File: config.mk
export PLATFORM = sky130hd
export DESIGN_NAME = param_seq_detector
export DESIGN_NICKNAME = d
export VERILOG_FILES = /design/src/rtl/seq_det_pkg.sv /design/src/rtl/seq_payload_counter.sv /design/src/rtl/param_seq_detector.sv
export SDC_FILE = /design/constraint.sdc
export NUM_CORES = 1
export LEC_CHECK = 0
export BUFFER_PORTS_ARGS = -buffer_cell sky130_fd_sc_hd__clkbuf_2
export CAP_MARGIN = 15
export CORE_ASPECT_RATIO = 0.6
export CORE_MARGIN = 2
export CORE_UTILIZATION = 50
export DETAILED_ROUTE_END_ITERATION = 7
export GPL_TIMING_DRIVEN = 0
export PLACE_DENSITY = 0.72
export SLEW_MARGIN = 20
export SYNTH_ARGS = -nofsm -noshare
export SYNTH_HDL_FRONTEND = slang
export SYNTH_HIERARCHICAL = 1
export SYNTH_SLANG_ARGS = --single-unit
File: constraint.sdc
create_clock -name clk -period 2.69 [get_ports clk]
set_clock_uncertainty 0.15 [all_clocks]
set_input_delay 0 -clock clk [delete_from_list [all_inputs] [get_ports clk]]
set_output_delay 0 -clock clk [all_outputs]
set_load 0.02 [all_outputs]
File: src/rtl/seq_det_pkg.sv
// Shared definitions for the parametrised serial sequence detector.
//   - seqState_t : 2-bit state encoding IDLE/LEN/PASS/PAR
//   - DEF_*      : default pattern, pattern length and length-field width
//   - evenParity : XOR reduction used for the optional payload parity check
package seq_det_pkg;

  typedef enum logic [1:0] {
    IDLE = 2'd0,
    LEN  = 2'd1,
    PASS = 2'd2,
    PAR  = 2'd3
  } seqState_t;

  localparam int         DEF_PAT_LEN = 4;
  localparam logic [3:0] DEF_PATTERN = 4'b1101;
  localparam int         DEF_LEN_W   = 4;

  // Even parity: the bit that makes the total number of ones even.
  function automatic logic evenParity(input logic [31:0] data);
    return ^data;
  endfunction

endpackage

File: src/rtl/seq_payload_counter.sv
// Down-counter holding the number of payload bits still to forward.
// Ports:
//   clk, rst (async, active high)
//   load / loadVal : load a new count (has priority over dec)
//   dec            : decrement by one; ignored when the count is already zero
//   count          : current value
//   isZero         : terminal-count flag
module seq_payload_counter #(
  parameter int W = 4
) (
  input  logic         clk,
  input  logic         rst,
  input  logic         load,
  input  logic [W-1:0] loadVal,
  input  logic         dec,
  output logic [W-1:0] count,
  output logic         isZero
);

  assign isZero = (count == '0);

  always_ff @(posedge clk or posedge rst) begin
    if (rst) begin
      count <= '0;
    end else if (load) begin
      count <= loadVal;
    end else if (dec && !isZero) begin
      count <= count - 1'b1;
    end
  end

endmodule

File: src/rtl/param_seq_detector.sv
// Parametrised serial sequence detector.
// Samples SerIn on clkEN strobes, hunts for PATTERN (MSB first), then reads a
// LEN_W-bit length field (MSB first) and forwards that many payload bits on
// SerOut/SerOutValid.
// Ports:
//   clk, rst (async, active high), clkEN (sample strobe), SerIn
//   SerOut, SerOutValid : registered payload bit and its one-clk valid pulse
//   busy                : frame in progress (length or payload phase)
//   frameDone           : one-clk pulse when the frame completes
//   bitCnt              : payload bits still to forward
//   parityErr           : only with PAYLOAD_PARITY_EN defined; result of the
//                         trailing even-parity bit, valid with frameDone
// Build option: PAYLOAD_PARITY_EN adds the PAR state and the parityErr port.
//
// state | meaning
// IDLE  | shifting SerIn, hunting for the start pattern
// LEN   | capturing the in-band length field, MSB first
// PASS  | forwarding payload bits, bitCnt counting down
// PAR   | receiving the trailing parity bit (PAYLOAD_PARITY_EN only)
module param_seq_detector
  import seq_det_pkg::*;
#(
  parameter int                 PAT_LEN = DEF_PAT_LEN,
  parameter logic [PAT_LEN-1:0] PATTERN = DEF_PATTERN,
  parameter int                 LEN_W   = DEF_LEN_W
) (
  input  logic             clk,
  input  logic             rst,
  input  logic             clkEN,
  input  logic             SerIn,
  output logic             SerOut,
  output logic             SerOutValid,
  output logic             busy,
  output logic             frameDone,
  output logic [LEN_W-1:0] bitCnt
`ifdef PAYLOAD_PARITY_EN
  ,
  output logic             parityErr
`endif
);

  localparam int HIST_W = $clog2(PAT_LEN + 1);
  localparam int IDX_W  = $clog2(LEN_W + 1);

  seqState_t          state, stateNext;
  logic [PAT_LEN-1:0] shreg, shregNext, shiftIn;
  logic [HIST_W-1:0]  histCnt, histNext;
  logic [IDX_W-1:0]   lenIdx, lenIdxNext;
  logic [LEN_W-1:0]   lenReg, lenRegNext, lenShift;
  logic               parAcc, parAccNext;
  logic               serOutNext, validNext, doneNext;
  logic               cntLoad, cntDec, cntZero;
  logic               match;
`ifdef PAYLOAD_PARITY_EN
  logic               parityErrNext;
`endif

  seq_payload_counter #(.W(LEN_W)) uCounter (
    .clk     (clk),
    .rst     (rst),
    .load    (cntLoad),
    .loadVal (lenShift),
    .dec     (cntDec),
    .count   (bitCnt),
    .isZero  (cntZero)
  );

  assign shiftIn  = PAT_LEN'({shreg, SerIn});
  assign lenShift = LEN_W'({lenReg, SerIn});
  // Pattern only counts once the history (including this bit) is full, so a
  // cleared shift register can never fake a match on an all-zero pattern.
  assign match    = (histCnt >= HIST_W'(PAT_LEN - 1)) && (shiftIn == PATTERN);

  always_comb begin
    stateNext  = state;
    shregNext  = shreg;
    histNext   = histCnt;
    lenIdxNext = lenIdx;
    lenRegNext = lenReg;
    parAccNext = parAcc;
    serOutNext = SerOut;
    validNext  = 1'b0;
    doneNext   = 1'b0;
    cntLoad    = 1'b0;
    cntDec     = 1'b0;
`ifdef PAYLOAD_PARITY_EN
    parityErrNext = parityErr;
`endif
    if (clkEN) begin
      case (state)
        IDLE: begin
          shregNext = shiftIn;
          if (histCnt != HIST_W'(PAT_LEN)) histNext = histCnt + 1'b1;
          if (match) begin
            stateNext  = LEN;
            lenIdxNext = '0;
            lenRegNext = '0;
          end
        end
        LEN: begin
          lenRegNext = lenShift;
          lenIdxNext = lenIdx + 1'b1;
          if (lenIdx == IDX_W'(LEN_W - 1)) begin
            parAccNext = evenParity(32'(lenShift));
            if (lenShift == '0) begin
`ifdef PAYLOAD_PARITY_EN
              stateNext = PAR;
`else
              doneNext  = 1'b1;
              stateNext = IDLE;
              shregNext = '0;
              histNext  = '0;
`endif
            end else begin
              cntLoad   = 1'b1;
              stateNext = PASS;
            end
          end
        end
        PASS: begin
          serOutNext = SerIn;
          validNext  = 1'b1;
          cntDec     = !cntZero;
          parAccNext = parAcc ^ SerIn;
          if (bitCnt == LEN_W'(1)) begin
`ifdef PAYLOAD_PARITY_EN
            stateNext = PAR;
`else
            doneNext  = 1'b1;
            stateNext = IDLE;
            shregNext = '0;
            histNext  = '0;
`endif
          end
        end
`ifdef PAYLOAD_PARITY_EN
        PAR: begin
          parityErrNext = SerIn ^ parAcc;
          doneNext      = 1'b1;
          stateNext     = IDLE;
          shregNext     = '0;
          histNext      = '0;
        end
`endif
        default: begin
          stateNext = IDLE;
          shregNext = '0;
          histNext  = '0;
        end
      endcase
    end
  end

  always_ff @(posedge clk or posedge rst) begin
    if (rst) begin
      state       <= IDLE;
      shreg       <= '0;
      histCnt     <= '0;
      lenIdx      <= '0;
      lenReg      <= '0;
      parAcc      <= 1'b0;
      SerOut      <= 1'b0;
      SerOutValid <= 1'b0;
      frameDone   <= 1'b0;
      busy        <= 1'b0;
`ifdef PAYLOAD_PARITY_EN
      parityErr   <= 1'b0;
`endif
    end else begin
      state       <= stateNext;
      shreg       <= shregNext;
      histCnt     <= histNext;
      lenIdx      <= lenIdxNext;
      lenReg      <= lenRegNext;
      parAcc      <= parAccNext;
      SerOut      <= serOutNext;
      SerOutValid <= validNext;
      frameDone   <= doneNext;
      busy        <= (stateNext != IDLE);
`ifdef PAYLOAD_PARITY_EN
      parityErr   <= parityErrNext;
`endif
    end
  end

endmodule

# After elaboration in Yosys (flattened, before gate mapping)
# Index checks and enable logic that the tools add are counted.
[totals]
reg_bits = 22
inputBits = 4
wordCells = 72
[op_classes]
add_sub_neg = 3
magnitude_cmp = 1
n_eq_ne = 11
mux = 34
n_reduce_logical = 13
[ops]
columns = ["op", "n"]
rows = [
  ["2-to-1 mux 3 bit", 9],
  ["case mux 3 bit (3 select lines)", 2],
  ["2-to-1 mux 1 bit", 12],
  ["case mux 3 bit (2 select lines)", 2],
  ["2-to-1 mux 2 bit", 5],
  ["inequality test 2 bit, second input constant", 5],
  ["zero test 4 bit", 2],
  ["2-to-1 mux 4 bit", 2],
  ["adder 3 x 1 -> 3 bit, second input constant", 2],
  ["case mux 2 bit (3 select lines)", 1],
  ["nonzero test 2 bit", 3],
  ["AND reduction 5 bit", 1],
  ["equality test 4 x 1 -> 1 bit, second input constant", 1],
  ["equality test 4 bit, second input constant", 1],
  ["AND reduction 4 bit", 1],
  ["subtractor 4 x 1 -> 4 bit, second input constant", 1],
  ["equality test 3 x 2 -> 1 bit, second input constant", 1],
  ["greater-or-equal comparator 3 x 2 -> 1 bit, second input constant", 1],
  ["inequality test 3 bit, second input constant", 1],
  ["AND reduction 3 bit", 1],
  ["equality test 2 x 1 -> 1 bit, second input constant", 1],
  ["equality test 2 bit, second input constant", 1],
  ["logical AND 1 bit", 2],
  ["zero test 2 bit", 1],
  ["3 further kinds", 3],
]

# Depth between registers and ports, before layout
[depth]
ltp_word = 7
ltp_mapped = 8
mapped_depth_nobuf = 8

# Hierarchy
# Netlist, hierarchy kept.
[modules_own_cells]
columns = ["module", "n_inst", "cells_each", "area_each_um2"]
rows = [
  ["param_seq_detector", 1, 107, 1061.0],
  ["seq_payload_counter", 1, 28, 261.5],
]

# Worst setup path after synthesis
# OpenSTA, ideal clock, no wires.
[synth_path]
path_kind = "register to register"
from = "reg uCounter.count[0]"
to = "reg uCounter.count[3]"
setup_ps = 126
arrival_ps = 1929
required_ps = 2414
setup_slack_ps = 485
stages_incl_launch_ff = 9
n_path_buf = 0
synth_period_minus_slack_ps = 2205
path_cell_list = "dfrtp_1 > inv_1 > ha_1 > or3b_4 > inv_1 > nor2_1 > nor4b_2 > nor3b_1 > a221o_1"
[synth_between]
elab_chain_len = 6
elab_cells_between_ends = 9
classes_between = "1 x add/sub; 4 x mux; 4 x reduce/logical"
[synth_lines]
columns = ["item", "line", "source"]
rows = [
  ["start: declaration", "seq_payload_counter.sv:16", "output logic [W-1:0] count,"],
  ["start signal: assignment", "seq_payload_counter.sv:26", "count <= loadVal;"],
  ["start signal: assignment", "seq_payload_counter.sv:28", "count <= count - 1'b1;"],
  ["zero test 4 bit", "seq_payload_counter.sv:20", "assign isZero = (count == '0);"],
  ["named net cntZero", "param_seq_detector.sv:52", "logic cntLoad, cntDec, cntZero;"],
  ["zero test 1 bit", "param_seq_detector.sv:123", "cntDec = !cntZero;"],
  ["2-to-1 mux 1 bit", "param_seq_detector.sv:90", "case (state)"],
  ["2-to-1 mux 1 bit", "param_seq_detector.sv:89", "if (clkEN) begin"],
  ["named net cntDec", "param_seq_detector.sv:52", ""],
  ["logical AND 1 bit", "seq_payload_counter.sv:27", "end else if (dec && !isZero) begin"],
  ["nonzero test 2 bit (no source line)", "--", ""],
]
# The timed path passes the listed nets, and every way through them passes these cells. The select of a mux whose other input is x is not followed.
# A chain may end at the register's enable or synchronous reset.

# Worst setup path in the final report
# Ends and elaborated chain as after synthesis.

==> flow_summary.yaml <==
run_status:
  status: "finished clean"
critical_path:
  path_max_fanout: 7
  max_stage_delay_ns: 0.42
  cp.required_ns: 2.69
  arrival_ns: 2.45
  cp-start-kind: "register"
  worst_setup_path_end_kind: "register"
  critPathKind: "reg2reg"
  crit_top_cell: "inv_1"
  crit_family: "simple AND/OR/NAND/NOR gates"
  crit_chain: "inv_1 > ha_1 > or3b_4 > inv_1 > nor2_1 > nor4b_2 > nor3b_1 > a221o_1"
  cp_slowest_cell: "dfrtp_1"
  path_buf_inv: 2
die:
  dieWidth_um: 70.4
  core_area_sq_um: 2500
  die_area_sq_um: 3090
  rows: 14
  initial_core_util_pct: 52.8
  chipHeight_um: 43.8
  ios: 12
yosys:
  yosysTopAreaCell: "dfrtp_1"
  ys_types: 42
  synth_area_leaders: "dfrtp_1, ha_1, inv_1"
  synth_nets: 149
  async_flop_share_pct: 100
  yosysTopAreaCellShare_pct: 41.6
  syn_inst: 135
  avgSynthCellArea_sq_um: 9.80
  synth_area_sq_um: 1320
  yosysSeqAreaShare_pct: 41.6
  ys.flop_type: "dfrtp_1"
  ys_ff_latch: 22
  synth_edf_count: 0
  yosys_warnings: 6
finish:
  mostFrequentLayoutCells: "dfrtp_1, inv_1, nand2_1"
  final_common_cell: "dfrtp_1"
  utilization_pct: 60.4
  antenna_cells: 0
  final_area_sq_um: 1510
  area_growth_pct: 14.5
  fill_cells: 213
  num-nets-final: 167
  ff_latch_area_sq_um: 551
  multiInputGateArea_sq_um: 673
  drive_gt1_share_pct: 17.1
sta:
  fin_hold_ws_ns: 0.0464
  tns_ns: 0
  hold_viol: 0
  fmax_mhz: 407
  grt_setup_unrepaired: "false"
  drv_slew: 0
  worstMarginPinSlew_ns: 0.669
  setup_viol: 0
  post-route-period-util_pct: 91.3
  slew_headroom_pct: 55.3
  min_period_ns: 2.45
global_routing:
  use_met2_pct: 28.3
  met3_usage_pct: 5.58
  grt_use_total_pct: 19.7
  grt_max_degree: 19
  antenna_found_initial: 0
  grt_pass1_wl_um: 4560
  grt_pass1_vias: 947
  use_met1_pct: 29.5
  overflow: 0
  busiest_layer: "met1"
power_and_ir_drop:
  p_int_uw: 944
  ir_drop_uv: 358
  pwr_density_cell_nw_per_um2: 1040
  pwr-share-comb_pct: 42.3
  switchingPower_uw: 633
  leakagePower_nw: 0.738
  pwr-share-clk_pct: 19.4
  pwr-share-seq_pct: 38.3
  p_sw_share_pct: 40.1
placement:
  port_buffers: 10
  gp_congestion: 0.824
  dp_hpwl_um: 1980
  dpl_cell_area_sq_um: 1410
clocking:
  clock_path_buffers: 2
  clkLatencyLatePin_ns: 0.26
  root_buffer: "clkbuf_8"
  cts_resized: 0
  numClockSinks: 22
  htree_num_levels: 1
  cts_buffers: 3
  cts_tree: "done"
  path_clk_slew_ns: 0.08
routing:
  drt-wirelength-per-cell_um: 14.6
  drc: 0
  vias: 1030
  drt_wl_total_um: 2680
  drtPass1Iterations: 4
  ant_nets: 0
  first_iter_violations: 110
  viasPerCell: 5.60
hold_path:
  hold_class: "in2async"
job:
  drv_cap: 0
==> per-layer routing <==
| layer | routed length, um | share of wire, % |
|---|---|---|
| met5 | 0 | 0 |
| met4 | 29 | 1.1 |
| met1 | 1390 | 52 |
| met3 | 111 | 4.1 |
| met2 | 1150 | 43 |
==> worst min-delay path: stages <==
cell and delay, ns:
dlygate4sd3_1 0.55, clkbuf_2 0.12, inv_1 0.16
==> state kept, by name, indices dropped and copies added, names as in the netlist <==
| signal | cells |
|---|---|
| shreg | 3 |
| lenIdx | 3 |
| lenReg | 3 |
| histCnt | 3 |
| SerOutValid | 1 |
| SerOut | 1 |
| state | 2 |
| busy | 1 |
| uCounter/count | 4 |
| frameDone | 1 |
==> final timing paths <==
check                                        from                 to  slack [ns]  cells after the start
worst max-delay path            uCounter/count[0]  uCounter/count[3]        0.24                      8
worst min-delay path                          rst  uCounter/count[2]        0.05                      3
worst max register to register  uCounter/count[0]  uCounter/count[3]        0.24                      8
worst min register to register             SerOut             SerOut        0.36                      1
max in group asynchronous                     rst             SerOut        1.71                      3
min in group clk                           SerOut             SerOut        0.36                      1
==> cell type report <==
class | instances | share of cell area, %
Tap cell | 32 | 2.64
Clock inverter | 1 | 1.98
Buffer | 6 | 2.07
Inverter | 18 | 4.46
Multi-Input combinational cell | 89 | 44.5
Clock buffer | 3 | 2.73
Sequential cell | 22 | 36.4
Timing Repair Buffer | 13 | 5.29
==> power by group through the flow <==
stage / registers, mW / clock network, mW / logic [mW]
2_1_floorplan: 0.637 / 0 / 0.444
3_3_place_gp: 0.597 / 0 / 0.625
3_5_place_dp: 0.607 / 0 / 0.657
4_1_cts: 0.601 / 0.312 / 0.666
5_1_grt: 0.625 / 0.328 / 0.754
6_report: 0.604 / 0.305 / 0.667
==> cells in the mapped netlist (2+ instances only) <==
cell type / instances
dfrtp_1: 22
inv_1: 18
nand2_1: 15
ha_1: 10
o21ai_0: 7
mux2i_1: 5
a21oi_1: 4
clkbuf_1: 4
nor2_1: 4
nor2b_1: 3
o211ai_1: 3
o31ai_1: 3
a211oi_1: 2
a32o_1: 2
a32oi_1: 2
mux2_2: 2
nand2b_1: 2
nor3_1: 2
o21ai_1: 2
==> per-stage QoR <==
stage | setup WS [ns] | power (mW) | cells
global route | 0.0338 | 1.71 | 184
global placement | 0.412 | 1.22 | 177
detailed placement | 0.275 | 1.26 | 177
floorplan | 0.485 | 1.08 | 135
CTS | 0.271 | 1.58 | 184
finish | 0.235 | 1.58 | 184
==> repair_timing <==
action / in CTS / in global routing
hold buffers: 3 / 0
endpoints found under the setup margin: 0 / 0
endpoints found under the hold margin: 27 / 0
buffers inserted: 0 / 0
==> cell families (layout without fill, tap and decap cells) <==
| logic type | count (synthesis) | count (layout) | share of synthesized area (%) |
|---|---|---|---|
| compound gates | 34 | 34 | 18.5 |
| fa+ha+maj | 10 | 10 | 9.46 |
| buf+inv | 24 | 41 | 7.47 |
| flops | 22 | 22 | 41.6 |
| mux | 7 | 7 | 5.49 |
| simple gates | 38 | 38 | 17.4 |
No activity file was read; power rests on OpenSTA's default activity.
